[src/rtl/big_alu.sv]
// Sign-magnitude add/subtract core for the FP adder significand path.
// Single registered stage; data outputs hold whenever no operation is issued.
module big_alu #(
    parameter int unsigned DATA_WIDTH = 24
) (
    input  logic                  clk,
    input  logic                  rst,
    input  logic                  in_valid,
    input  logic [DATA_WIDTH-1:0] a,
    input  logic [DATA_WIDTH-1:0] b,
    input  logic                  sign_a,
    input  logic                  sign_b,
    input  logic                  symbol,
    output logic                  out_valid,
    output logic [DATA_WIDTH-1:0] out,
    output logic                  cout,
    output logic                  sign_out,
    output logic                  zero
);

    logic                  eff_sub;
    logic [DATA_WIDTH:0]   sum;
    logic [DATA_WIDTH:0]   diff_ab;
    logic [DATA_WIDTH-1:0] diff_ba;
    logic                  a_lt_b;

    logic [DATA_WIDTH-1:0] res_mag;
    logic                  res_cout;
    logic                  res_sign;

    logic                  valid_d, valid_q;
    logic [DATA_WIDTH-1:0] out_d, out_q;
    logic                  cout_d, cout_q;
    logic                  sign_d, sign_q;
    logic                  zero_d, zero_q;

    always_comb begin
        eff_sub = sign_a ^ sign_b ^ symbol;
        sum     = {1'b0, a} + {1'b0, b};
        // The extra top bit of a-b acts as the borrow, i.e. a < b.
        diff_ab = {1'b0, a} - {1'b0, b};
        diff_ba = b - a;
        a_lt_b  = diff_ab[DATA_WIDTH];
    end

    always_comb begin
        res_mag  = sum[DATA_WIDTH-1:0];
        res_cout = sum[DATA_WIDTH];
        res_sign = sign_a;
        if (eff_sub) begin
            res_cout = 1'b0;
            if (a_lt_b) begin
                res_mag  = diff_ba;
                res_sign = ~sign_a;
            end else begin
                res_mag  = diff_ab[DATA_WIDTH-1:0];
                // Exact cancellation yields +0.
                res_sign = (diff_ab[DATA_WIDTH-1:0] == '0) ? 1'b0 : sign_a;
            end
        end
    end

    always_comb begin
        valid_d = in_valid;
        out_d   = out_q;
        cout_d  = cout_q;
        sign_d  = sign_q;
        zero_d  = zero_q;
        if (in_valid) begin
            out_d  = res_mag;
            cout_d = res_cout;
            sign_d = res_sign;
            zero_d = (res_mag == '0);
        end
    end

    always_ff @(posedge clk or posedge rst) begin
        if (rst) begin
            valid_q <= 1'b0;
            out_q   <= '0;
            cout_q  <= 1'b0;
            sign_q  <= 1'b0;
            zero_q  <= 1'b0;
        end else begin
            valid_q <= valid_d;
            out_q   <= out_d;
            cout_q  <= cout_d;
            sign_q  <= sign_d;
            zero_q  <= zero_d;
        end
    end

    assign out_valid = valid_q;
    assign out       = out_q;
    assign cout      = cout_q;
    assign sign_out  = sign_q;
    assign zero      = zero_q;

endmodule

[config.mk]
export PLATFORM = sky130hd
export DESIGN_NAME = big_alu
export DESIGN_NICKNAME = d
export VERILOG_FILES = /design/src/rtl/big_alu.sv
export SDC_FILE = /design/constraint.sdc
export NUM_CORES = 1
export LEC_CHECK = 0
export CORE_MARGIN = 2
export CORE_UTILIZATION = 40
export CTS_CLUSTER_DIAMETER = 30
export DETAILED_ROUTE_END_ITERATION = 8
export PLACE_DENSITY = 0.64
export SLEW_MARGIN = 30
export SYNTH_ARGS = -nofsm -noshare
export SYNTH_HDL_FRONTEND = slang
export SYNTH_SLANG_ARGS = --single-unit
[constraint.sdc]
create_clock -name clk -period 1.2 [get_ports clk]
set_clock_uncertainty 0.15 [all_clocks]
set_input_delay 0.36 -clock clk [delete_from_list [all_inputs] [get_ports clk]]
set_output_delay 0.36 -clock clk [all_outputs]
set_load 0.005 [all_outputs]
# Word-level counts from Yosys, hierarchy flattened
# Index checks and enable logic that the tools add are counted.
[op_classes]
muxes = 6
addsub = 3
n_bitwise = 3
reduce_logical = 2
[op_table]
columns = ["operator", "n"]
rows = [
  ["24-bit logical NOT", 2],
  ["24-bit 2-to-1 mux", 2],
  ["24-bit by 24-bit adder with 25-bit output", 1],
  ["24-bit by 24-bit subtractor with 25-bit output", 1],
  ["24-bit subtractor", 1],
  ["1-bit 2-to-1 mux", 4],
  ["1-bit XOR", 2],
  ["1-bit NOT", 1],
]
[totals]
elab_cells = 19
in_bits = 54
reg_bits = 28
output_inout_bits = 28

# Longest topological paths before layout
# Gate-level depths: netlist of the first run.
[depth]
word_depth = 5
mapped_depth = 16
depth_no_buf = 15

# Least setup slack after synthesis of the first run
# Ideal clock, no wire load.
[synth_path]
path_kind = "input port to flip-flop"
startpoint = "input port b[0]"
endpoint = "register zero_q (netlist: zero)"
path_slack_ns = -2.324
t_arrival_ns = 3.297
stages = 15
path_buffers = 0
setup_time_ns = 0.077
required_time_ns = 0.973
path_cell_list = "inv_1 ha_1 inv_1 fa_1 a21o_1 a311oi_2 o211ai_1 a31o_1 or4b_1 a31oi_1 nor2_1 a2111o_1 a22oi_1 nand4_1 o21ai_1"
[synth_via]
elab_chain_len = 4
elab_cells_between_ends = 6
classes_between = "add/sub (3); mux (2); reduce/logical (1)"
[synth_lines]
columns = ["element", "line", "source"]
rows = [
  ["from (decl)", "10", "input logic [DATA_WIDTH-1:0] b,"],
  ["24-bit by 24-bit subtractor with 25-bit output / 24-bit subtractor (equally long branches)", "41, 42", ""],
  ["24-bit 2-to-1 mux", "52", "if (a_lt_b) begin"],
  ["24-bit 2-to-1 mux *", "50", "if (eff_sub) begin"],
  ["24-bit logical NOT *", "73", "zero_d = (res_mag == '0);"],
  ["to (signal assigned)", "89", "zero_q <= zero_d;"],
  ["to (decl)", "35", "logic zero_d, zero_q;"],
]
# Every way passes the cells marked *; elsewhere a longest branch is shown, timed or not.
# A chain may end at the register's enable or synchronous reset.

# Worst setup path after layout of the first run
[layout_path]
startpoint = "input port a[0]"
endpoint = "register sign_q (netlist: sign_out)"
[layout_via]
elab_chain_len = 5
[layout_lines]
columns = ["element", "line", "source"]
rows = [
  ["from (decl)", "9", "input logic [DATA_WIDTH-1:0] a,"],
  ["24-bit by 24-bit subtractor with 25-bit output *", "41", "diff_ab = {1'b0, a} - {1'b0, b};"],
  ["24-bit logical NOT", "58", "res_sign = (diff_ab[DATA_WIDTH-1:0] == '0) ? 1'b0 : sign_a;"],
  ["1-bit 2-to-1 mux", "58", ""],
  ["1-bit 2-to-1 mux *", "52", ""],
  ["1-bit 2-to-1 mux *", "50", ""],
  ["to (signal assigned)", "88", "sign_q <= sign_d;"],
  ["to (decl)", "34", "logic sign_d, sign_q;"],
]
# Marked as above.

==> impl_metrics.yaml, run 1 <==
worst_hold_path:
  hold_class: "in -> async"
sta:
  grt_setup_unrepaired: "true"
  final.period_utilization_pct: 320
  slew_headroom_pct: 57.1
  min_period_ns: 3.85
  finalHoldViolCount: 0
  fin_tns_setup_ns: -57.01
  holdWs_ns: 0.307
  tightest_slew_ns: 0.636
  setup_slack_ns: -2.65
  finalSetupViolations: 54
  slew_viol_final: 0
  fmax_mhz: 260
cts:
  htree_levels: 1
  clock_latency_ns: 0.27
  cts_tree: "built"
  path_clk_slew_ns: 0.08
  cts_buffers: 3
  cts_num_sinks: 28
  cts_buffer_depth: 2
  postCtsHoldBufs: 0
  root_buffer: "clkbuf_16"
final_layout:
  fillers: 747
  fin_cells: 1449
  drive_gt1_share_pct: 62.1
  n_antenna_cell: 0
  final_util_pct: 85.8
  area_delta_synth_final_pct: 111
  nNetsFinal: 1398
flow_run:
  cap_violations: 0
synth:
  ys_warn_count: 0
  synth_seq_cells: 28
  yosys_most_used_dff: "dfrtp_1"
  yosysMostFrequentCell: "inv_1"
  synthCells: 751
  async_reset_ff_share_pct: 100
  synth_edf_count: 0
  synth_area_um2: 5600
  synth_top_area_share_pct: 15.9
  syn_avg_cell_area_um2: 7.46
  syn-num-nets: 879
  yosysSeqAreaShare_pct: 12.5
  ys_types: 81
  synth.largest_area_cell: "ha_1"
  synth.area.top_cells: "ha_1 16%, dfrtp_1 13%, a21oi_1 6.7%, inv_1 5.2%, xnor2_1 5.2%"
  synthTopCellsByCount: "78 x inv_1, 75 x a21oi_1, 71 x ha_1"
floorplan:
  die_y_um: 122
  rows: 43
  die_w_um: 122
  coreArea_um2: 13800
  initial_core_util_pct: 40.7
  die-area_um2: 15000
  io_pins: 82
global_route:
  grt_max_degree: 29
  grt_pass1_wl_mm: 43.2
  grt.overflow.total: 0
  track_usage_pct: 36.4
  grt_pass1_vias: 8252
  antenna_found_initial: 2
power:
  internal-power_mw: 6.14
  ir_worst_vdd_v: 0.000572
  p_sw_mw: 4.82
  combPwrFrac_pct: 79.4
  seq_power_share_pct: 12.7
  pwr_density_cell_nw_per_um2: 927
  p_leak_nw: 5.58
  clockPowerShare_pct: 7.9
  sw_frac_of_total_pct: 44.0
drt:
  firstDrtPassIters: 6
  postRouteAntennaNets: 0
  routed_via_density: 6.18
  wl_mm: 34.0
  drt-initial-drc-count: 1114
  drcViolationCount: 0
  wire_per_inst_um: 23.5
  via_count: 8955
setup_path:
  start_kind: "input port"
  path_max_fanout: 3
  cp-end-kind: "flop"
  worstReg2RegEnd: "out[10]"
  max_stage_delay_ns: 0.46
  crit_chain: "buf_8 > buf_12 > inv_12 > ha_4 > inv_4 > fa_2 > buf_4 > buf_6 > buf_6 > xor2_4 > nor4_4 > nand2_2 > nor4_4 > buf_4 > nand3_4 > nor4_4 > buf_4 > nand4_1 > nor3_2 > o41ai_2"
  r2r_start: "out[10]"
  reg2reg_slack_ns: -0.31
  slowest_stage: "nor4_4"
  reg2reg_depth: 3
  critPathKind: "in -> reg"
  cp.arrival_ns: 3.85
  cp_data_required_time_ns: 1.20
outcome:
  status: "complete, but fails checks"
  violations: "setup timing"
placed_design:
  place_ws_ns: -3.45
  dpl.hpwl_mm: 20.5
  gp_congestion: 0.986
  dpl.cell_count: 1315
  io_buffers: 81
## routing by layer
| metal | vias up | track usage, % | share of wire (%) |
|---|---|---|---|
| met3 | 248 | 2.83 | 10 |
| met4 | 6 | 12.5 | 7.2 |
| met2 | 708 | 62.1 | 45 |
| met5 | - | 0 | 0.15 |
| met1 | 4207 | 48.3 | 37 |
| li1 | 3786 | - | - |
## sequential cells by signal, summed over array words and instances, names as in the netlist
register,flops
out,24
sign_out,1
out_valid,1
cout,1
zero,1
## layout by cell type, fill, tap and decap left out, types with 15 or more instances in the layout
cell type  count
dfrtp_1       27
buf_2         28
nor3_1        19
inv_1         50
xnor2_1       22
a21o_1        16
buf_6         54
ha_1          43
inv_2         24
clkbuf_2      35
nor2_1        46
a21oi_1       47
a21oi_2       24
buf_4        405
ha_4          26
nand2_1       34
nand4_1       15
o21ai_0       17
## metrics by stage
step | power, mW | instance area (µm²)
finish | 11.0 | 11800
global route | 11.3 | 11800
CTS | 9.41 | 10900
detailed placement | 7.46 | 9480
global placement | 7.31 | 9480
floorplan | 4.12 | 6130
## cell families after synthesis
logic type / count (synthesis) / share of synthesized area, %
AO/OA/AOI/OAI: 271 / 34.0
AND/OR/NAND/NOR: 206 / 18.6
buffers and inverters: 118 / 8.53
adder cells (fa/ha/maj): 74 / 16.9
XOR/XNOR: 40 / 6.66
flip-flops: 28 / 12.5
multiplexers: 14 / 2.79
## power by group through the flow
stage | Sequential, mW | Combinational [mW] | Clock (mW)
2_1_floorplan | 1.37 | 2.75 | 0
3_3_place_gp | 1.34 | 5.97 | 0
3_5_place_dp | 1.37 | 6.09 | 0
4_1_cts | 1.33 | 7.26 | 0.812
5_1_grt | 1.41 | 8.98 | 0.913
6_report | 1.40 | 8.69 | 0.867
## worst max-delay path: cells and delay by family
kind	cells	cell delay, ns
AOI/OAI and AO/OA	1	0.09
xor gates and xnor gates	1	0.18
adders and majority gates	2	0.56
buffers and inverters	9	1.03
and+or+nand+nor	7	1.60
## repair_timing
item                       CTS  global route
setup buffers               83            74
resized for setup          356           205
pin swaps                  125           114
setup endpoints to repair   56            55
gates cloned                 2             0
## worst max path at each step
stage	startpoint	to	slack, ns
2_1_floorplan	b[0]	zero	-2.15
3_3_place_gp	a[0]	zero	-3.34
3_5_place_dp	a[0]	zero	-3.45
4_1_cts	b[0]	zero	-2.44
5_1_grt	a[0]	sign_out	-2.73
6_report	a[0]	sign_out	-2.65
## cell type report
cell class | instances | area, µm² | area share, %
well taps | 180 | 225 | 1.90
flip-flops and latches | 28 | 702 | 5.94
clock buffers | 4 | 88.8 | 0.751
repair buffers | 552 | 4420 | 37.4
inverters | 79 | 339 | 2.87
multi-input cells | 606 | 6050 | 51.2
Power figures use the tool's default switching activity.
==> inputs of run 2 (changes only) <==
--- a/config.mk
+++ b/config.mk
@@ -5,6 +5,7 @@
 export SDC_FILE = /design/constraint.sdc
 export NUM_CORES = 1
 export LEC_CHECK = 0
+export ABC_CLOCK_PERIOD_IN_PS = 1200
 export CORE_MARGIN = 2
 export CORE_UTILIZATION = 40
 export CTS_CLUSTER_DIAMETER = 30
==> results of run 2 <==
The final DEF is identical to that of run 1; final timing and power are the same.
==> inputs of run 3 (changes only) <==
--- a/config.mk
+++ b/config.mk
@@ -6,11 +6,13 @@
 export NUM_CORES = 1
 export LEC_CHECK = 0
 export ABC_CLOCK_PERIOD_IN_PS = 1200
+export CORE_ASPECT_RATIO = 1.75
 export CORE_MARGIN = 2
 export CORE_UTILIZATION = 40
 export CTS_CLUSTER_DIAMETER = 30
 export DETAILED_ROUTE_END_ITERATION = 8
-export PLACE_DENSITY = 0.64
+export DONT_BUFFER_PORTS = 1
+export PLACE_DENSITY = 0.56
 export SLEW_MARGIN = 30
 export SYNTH_ARGS = -nofsm -noshare
 export SYNTH_HDL_FRONTEND = slang
==> run 3 against run 2 <==
Against the previous run: the flow still finishes with violations (setup timing); sequential cell count stayed put; combinational power decreased by 27%; sequential power is 3% higher; highest routed layer is now met4.
==> impl_metrics.yaml, run 3 (same netlist as run 1, synthesis figures left out) <==
outcome:
  status: "complete, but fails checks"
  violations: "setup timing"
setup_path:
  path_max_fanout: 3
  critPathKind: "in -> reg"
  cp-end-kind: "flop"
  reg2reg_depth: 1
  start_kind: "input port"
  cp_data_required_time_ns: 1.24
  cp.arrival_ns: 3.49
power:
  sw_frac_of_total_pct: 43.1
  internal-power_mw: 4.85
  p_leak_nw: 4.37
  p_sw_mw: 3.68
  clockPowerShare_pct: 8.7
  ir_worst_vdd_v: 0.000812
  combPwrFrac_pct: 74.4
  seq_power_share_pct: 16.9
  pwr_density_cell_nw_per_um2: 882
drt:
  wl_mm: 27.1
  postRouteAntennaNets: 0
  via_count: 7268
  drt-initial-drc-count: 367
  drcViolationCount: 0
  routed_via_density: 5.93
  firstDrtPassIters: 6
  wire_per_inst_um: 22.1
sta:
  grt_setup_unrepaired: "true"
  final.period_utilization_pct: 288
  setup_slack_ns: -2.25
  tightest_slew_ns: 0.622
  min_period_ns: 3.45
  finalHoldViolCount: 0
  finalSetupViolations: 26
  fmax_mhz: 290
  slew_headroom_pct: 58.3
  slew_viol_final: 0
  holdWs_ns: 0.0268
cts:
  clock_latency_ns: 0.26
  cts_buffer_depth: 2
  path_clk_slew_ns: 0.07
  cts_buffers: 3
  cts_tree: "built"
  htree_levels: 1
  cts_num_sinks: 28
  root_buffer: "clkbuf_16"
floorplan:
  initial_core_util_pct: 40.7
  coreArea_um2: 13800
  rows: 57
  io_pins: 82
  die-area_um2: 15000
  die_y_um: 161
  die_w_um: 93.5
worst_hold_path:
  hold_class: "in -> reg"
  min_path_cells: 1
placed_design:
  io_buffers: 0
  dpl.hpwl_mm: 21.8
  gp_congestion: 1.10
  place_area_um2: 8320
final_layout:
  layout_commonest_cell: "buf_4"
  area_delta_synth_final_pct: 72.7
  nNetsFinal: 1178
  layout_common_cells: "303 x buf_4, 63 x inv_1, 57 x a21oi_1"
  postLayoutCellArea_um2: 9680
  n_antenna_cell: 0
  largest_reg_flops: 24
  drive_gt1_share_pct: 49.4
global_route:
  antenna_found_initial: 0
  track_usage_pct: 35.2
  grt_pass1_vias: 7796
  grt.overflow.total: 0
  grt_max_degree: 32
  grt_pass1_wl_mm: 41.0
flow_run:
  cap_violations: 0
-- run 3: repair_timing --
action	in CTS	in global routing
pin swaps	88	48
endpoints found under the hold margin	29	0
resized for setup	145	44
setup buffers	32	17
setup endpoints to repair	26	27
hold buffers	2	0
-- run 3: routing by layer --
layer / vias to the layer above / wire, µm / GRT usage [%]
li1: 3354 / - / -
met1: 3497 / 8990 / 33.9
met2: 275 / 14800 / 68.0
met3: 142 / 909 / 3.14
met4: 0 / 2420 / 23.9
met5: - / 0 / 0
-- run 3: through the flow --
step	utilization (%)	worst slack (ns)	power, mW	cells	setup TNS, ns
floorplan	-	-2.15	4.12	751	-37.35
global placement	60.5	-2.80	6.57	1187	-53.95
detailed placement	60.5	-2.78	6.63	1187	-54.63
CTS	68.1	-2.24	8.13	1219	-43.58
global route	70.3	-2.37	8.94	1225	-45.95
finish	70.3	-2.25	8.53	1225	-43.80
-- run 3: worst paths after layout --
kind	startpoint	end	slack, ns
setup / recovery	b[0]	zero	-2.25
max in group asynchronous	rst	out[11]	0.16
min in group asynchronous	rst	out_valid	0.48
setup reg to reg	out[4]	out[4]	0.23
hold / removal	in_valid	out[10]	0.03
hold reg to reg	out[13]	out[13]	0.37
-- run 3: cell type report --
cell class | count | area (µm²)
inverters | 79 | 357
flip-flops and latches | 28 | 701
clock buffers | 3 | 75.1
fillers | 1130 | 4090
well taps | 177 | 221
repair buffers | 333 | 2640
multi-input cells | 605 | 5680
-- run 3: power by group through the flow --
stage | sequential [mW] | clock, mW | combinational (mW)
finish | 1.44 | 0.741 | 6.35
detailed placement | 1.45 | 0 | 5.18
global placement | 1.44 | 0 | 5.13
CTS | 1.44 | 0.741 | 5.96
floorplan | 1.37 | 0 | 2.75
global route | 1.46 | 0.777 | 6.71
-- run 3: worst max-delay path, stage by stage --
cell	delay, ns
clkinv_16	0.02
ha_4	0.12
inv_2	0.04
fa_2	0.33
a21o_1	0.22
a311oi_4	0.36
o211ai_1	0.26
a31o_1	0.28
or4b_4	0.57
a31oi_4	0.16
nor2_1	0.05
a2111o_1	0.34
a22oi_2	0.18
nand4_1	0.09
o21ai_1	0.09
